$ cat src/rtl/seq_shift_add_multiplier.sv
// ---------------------------------------------------------------------------
// seq_shift_add_multiplier
//
// Unsigned sequential shift-add multiplier. One WIDTH-bit adder (carry-in 0)
// is reused once per cycle. Each RUN cycle adds the multiplicand to the high
// half of the partial product when the current multiplier bit is set. The
// sum and its carry-out are then shifted right by one into {hi, lo}. After
// WIDTH iterations {hi, lo} holds a*b.
//
// Ports
//   clk      in   rising-edge clock
//   rst      in   synchronous active-high reset; overrides everything
//   start    in   operation request, sampled only while busy=0
//   a        in   [WIDTH-1:0]   multiplicand, captured on accepted start
//   b        in   [WIDTH-1:0]   multiplier, captured on accepted start
//   busy     out  high while an operation is in progress
//   done     out  one-cycle pulse on the edge that updates product
//   product  out  [2*WIDTH-1:0] a*b of the last completed operation
//
// Handshake: start is accepted at a rising edge where the block is idle.
// busy rises at that edge (k) and stays high for exactly WIDTH cycles.
// At edge k+WIDTH, busy falls, done pulses for one cycle and product
// updates. start seen while busy is dropped silently. start asserted in the
// done cycle is accepted, because the block is already idle then.
// ---------------------------------------------------------------------------
module seq_shift_add_multiplier #(
    parameter int WIDTH = 4
) (
    input  logic                 clk,
    input  logic                 rst,
    input  logic                 start,
    input  logic [WIDTH-1:0]     a,
    input  logic [WIDTH-1:0]     b,
    output logic                 busy,
    output logic                 done,
    output logic [2*WIDTH-1:0]   product
);

    localparam int CW = $clog2(WIDTH);
    localparam logic [CW-1:0] LAST = CW'(WIDTH - 1);

    typedef enum logic {
        IDLE = 1'b0,
        RUN  = 1'b1
    } state_t;

    state_t           state;
    logic [WIDTH-1:0] mcand;
    logic [WIDTH-1:0] hi;
    logic [WIDTH-1:0] lo;
    logic [CW-1:0]    count;

    // Adder stage: hi + (lo[0] ? mcand : 0).
    // The carry-out becomes the new MSB of hi, so no product bit is lost.
    logic [WIDTH-1:0] addend;
    logic [WIDTH:0]   sum;
    logic [WIDTH-1:0] hi_next;
    logic [WIDTH-1:0] lo_next;

    always_comb begin
        addend  = lo[0] ? mcand : '0;
        sum     = {1'b0, hi} + {1'b0, addend};
        hi_next = sum[WIDTH:1];
        lo_next = {sum[0], lo[WIDTH-1:1]};
    end

    always_ff @(posedge clk) begin
        if (rst) begin
            state   <= IDLE;
            busy    <= 1'b0;
            done    <= 1'b0;
            product <= '0;
            mcand   <= '0;
            hi      <= '0;
            lo      <= '0;
            count   <= '0;
        end else begin
            done <= 1'b0;
            case (state)
                IDLE: begin
                    if (start) begin
                        mcand <= a;
                        lo    <= b;
                        hi    <= '0;
                        count <= '0;
                        busy  <= 1'b1;
                        state <= RUN;
                    end
                end
                RUN: begin
                    hi    <= hi_next;
                    lo    <= lo_next;
                    count <= count + CW'(1);
                    // On the final iteration the shifted value is complete.
                    // Publish it directly from the next-state terms.
                    if (count == LAST) begin
                        product <= {hi_next, lo_next};
                        done    <= 1'b1;
                        busy    <= 1'b0;
                        state   <= IDLE;
                    end
                end
                default: begin
                    state <= IDLE;
                    busy  <= 1'b0;
                end
            endcase
        end
    end

endmodule

$ cat config.mk
export PLATFORM = sky130hd
export DESIGN_NAME = seq_shift_add_multiplier
export DESIGN_NICKNAME = d
export VERILOG_FILES = /design/src/rtl/seq_shift_add_multiplier.sv
export SDC_FILE = /design/constraint.sdc
export NUM_CORES = 1
export LEC_CHECK = 0
export BUFFER_PORTS_ARGS = -buffer_cell sky130_fd_sc_hd__buf_4
export CAP_MARGIN = 10
export CORE_UTILIZATION = 53
export DETAILED_ROUTE_END_ITERATION = 12
export PLACE_DENSITY = 0.76
export SYNTH_ARGS = -nofsm -noshare
export SYNTH_HDL_FRONTEND = slang
export SYNTH_SLANG_ARGS = --single-unit
$ cat constraint.sdc
create_clock -name clk -period 2.1 [get_ports clk]
set_clock_uncertainty 0.2 [all_clocks]
set_input_delay 0.42 -clock clk [delete_from_list [all_inputs] [get_ports clk]]
set_output_delay 0.42 -clock clk [all_outputs]
set_load 0.02 [all_outputs]
==> flow_summary.toml <==
[global_route]
antenna_found_initial = 0
track_usage_pct = 20.5
grt_pass1_vias = 878
overflow = 0
grt_max_degree = 31
grt_pass1_wl_mm = 3.78

[setup_path]
critPathKind = "flop to flop"
endpoint_kind = "flop"
start_kind = "flop"
worstPathRequired_ps = 2110
crit_arrival_ps = 1960
crit_fanout = 5

[sta]
grt_setup_unrepaired = "false"
hold_viol_final = 0
maxSlewViolCount = 0
finalSetupViolCount = 0
worst_pin_slew_ps = 406
fmax_ghz = 0.514
finalSetupTns_ps = 0
fin_crit_sh_pct = 92.7
slew_headroom_pct = 72.9
fin_crit_ps = 1950
setup_slack_ps = 153

[place]
numPortBuffers = 20
gp_congestion = 0.732
dpl.hpwl_mm = 1.50
placed_cell_area_um2 = 1290
dp.cells = 160
pre_cts_ws_ps = 190

[yosys]
synth-edff-count = 0
synth_xor_xnor_area_share_pct = 0.759
yosysMostFrequentCell = "dfxtp_1"
synthSimpleGateAreaFrac_pct = 20.5
yosys.area.top_type = "dfxtp_1"
ys_ff_latch = 25
synth_compound_area_share_pct = 11.6
synth_top_area_share_pct = 43.4
synthAdderAreaFrac_pct = 7.16
yosys_warnings = 0
synth_common_cells = "dfxtp_1, nor2_1, nand2_1"
netlist_area_um2 = 1150
async_reset_ff_share_pct = 0
syn_nets = 137
synthCells = 120
synth_mux_area_share_pct = 11.7
synth-seq-area-share_pct = 43.4
ys_types = 26
ys.flop_type = "dfxtp_1"
synth_top_family_by_area = "simple AND/OR/NAND/NOR gates"
synth_area_leaders = "dfxtp_1, mux2i_1, nor2_1"
syn_area_per_cell_um2 = 9.61

[floorplanning]
core_um2 = 2000
start_util_pct = 57.6
io_pins = 21
die_width_um = 48.7
die_area_um2 = 2370
rows = 16
die_h_um = 48.7

[finish]
diodes = 0
fin_nets = 155
fin_cells = 164
fin_area_um2 = 1320
postLayoutCoreUtil_pct = 65.9
final_layout_size_suffix_gt1_share_pct = 23.4
fill_cells = 173
area_delta_synth_final_pct = 14.3

[pwr]
p_seq_share_pct = 62.0
p_leak_nw = 0.591
swShare_pct = 25.0
clockPowerShare_pct = 27.7
powerDensity_nw_per_um2 = 610
p_int_mw = 0.603
combPwrFrac_pct = 10.3
power.switching_mw = 0.201
peakVddDrop_v = 0.000500

[clock_network]
clock_sinks = 25
cts_tree = "yes"
numCtsBuffers = 3
post_cts_buffers = 0
ctsLongestPathBuffers = 2
clk_pin_slew_ps = 150
ctsHoldBuffers = 0
h-tree-depth = 1
clk-insertion-delay-late_ps = 330
cts_resized = 0
clk_root_buffer_cell = "clkbuf_4"

[detailed_routing]
routed_wl_mm = 2.18
via_per_inst = 5.32
ant_nets = 0
drc = 0
initialDrtViolationCount = 10
dr.pass1.iters = 4
wire_per_inst_um = 13.3
num_vias = 873

[status]
outcome = "completed"

[flow_run]
maxCapViolations = 0

[hold_path]
min-delay-path-class = "primary input to flop"
## cell usage in the layout, fill, tap and decap left out
cell        synthesis  final
nand2_2             1      1
ha_1                5      5
a2111oi_2           2      2
xor2_1              1      1
clkbuf_4            0      3
nand2_1            11     11
a311o_1             1      1
nor3_1              2      2
a21o_1              3      3
o21ai_1             1      1
and2b_1             1      1
mux2_2              4      4
a211o_1             1      1
a211oi_1            1      1
a21oi_1            10     10
nor2_1             19     19
buf_4               0     21
or4b_1              1      1
and2_1              5      5
mux2i_1             9      9
dfxtp_1            25     25
nor4b_1             1      1
fa_1                1      1
nand2b_1            2      2
nor3b_1             5      5
clkinvlp_4          0      1
## area by class of cell
| cell class | count | area, um2 | share of cell area [%] |
|---|---|---|---|
| multi-input cells | 87 | 597 | 45.3 |
| well taps | 27 | 33.8 | 2.56 |
| clock inverters | 1 | 7.51 | 0.569 |
| flip-flops and latches | 25 | 500 | 38.0 |
| clock buffers | 3 | 22.5 | 1.71 |
| repair buffers | 21 | 158 | 12.0 |
## cell families after synthesis
| kind of cell | count (synthesis) |
|---|---|
| xor+xnor | 1 |
| mux | 13 |
| simple gates | 48 |
| flops | 25 |
| buf+inv | 8 |
| compound gates | 19 |
| fa+ha+maj | 6 |
## stage by stage
step	hold slack (ps)	power [mW]
6_report	123	0.804
5_1_grt	137	0.842
4_1_cts	124	0.810
3_5_place_dp	249	0.592
3_3_place_gp	246	0.589
2_1_floorplan	242	0.568
## power groups by stage
stage	logic [mW]	registers [mW]	clock network, mW
after global placement	0.0802	0.508	0
after detailed placement	0.0828	0.509	0
after floorplan	0.0597	0.508	0
final	0.0826	0.499	0.223
after global routing	0.0915	0.501	0.249
after CTS	0.0831	0.499	0.229
## worst paths after layout
path / start / end / slack [ps] / cells past startpoint
max reg2reg: lo[0] / product[7] / 150 / 6
min: a[1] / mcand[1] / 120 / 3
max: lo[0] / product[7] / 150 / 6
min reg2reg: product[0] / product[0] / 270 / 2
## worst max-delay path, cell delays in order, from the launching register on
cell and delay [ps]:
dfxtp_1 360, and2_1 160, ha_1 210, fa_1 430, a21o_1 190, a21oi_1 190
a211oi_1 90
## per-layer routing
layer / track usage (%) / share of wire [%] / up-vias
met2: 35.9 / 49 / 18
met3: 2.83 / 3.0 / 3
li1: - / - / 443
met1: 25.6 / 47 / 409
met5: 0 / 0 / -
met4: 7.35 / 1.1 / 0
## sequential cells by signal, indices dropped and copies added, names as in the netlist
register / cells
busy: 1
count: 2
done: 1
hi: 4
lo: 4
mcand: 4
product: 8
state: 1
Power figures use the tool's default switching activity.
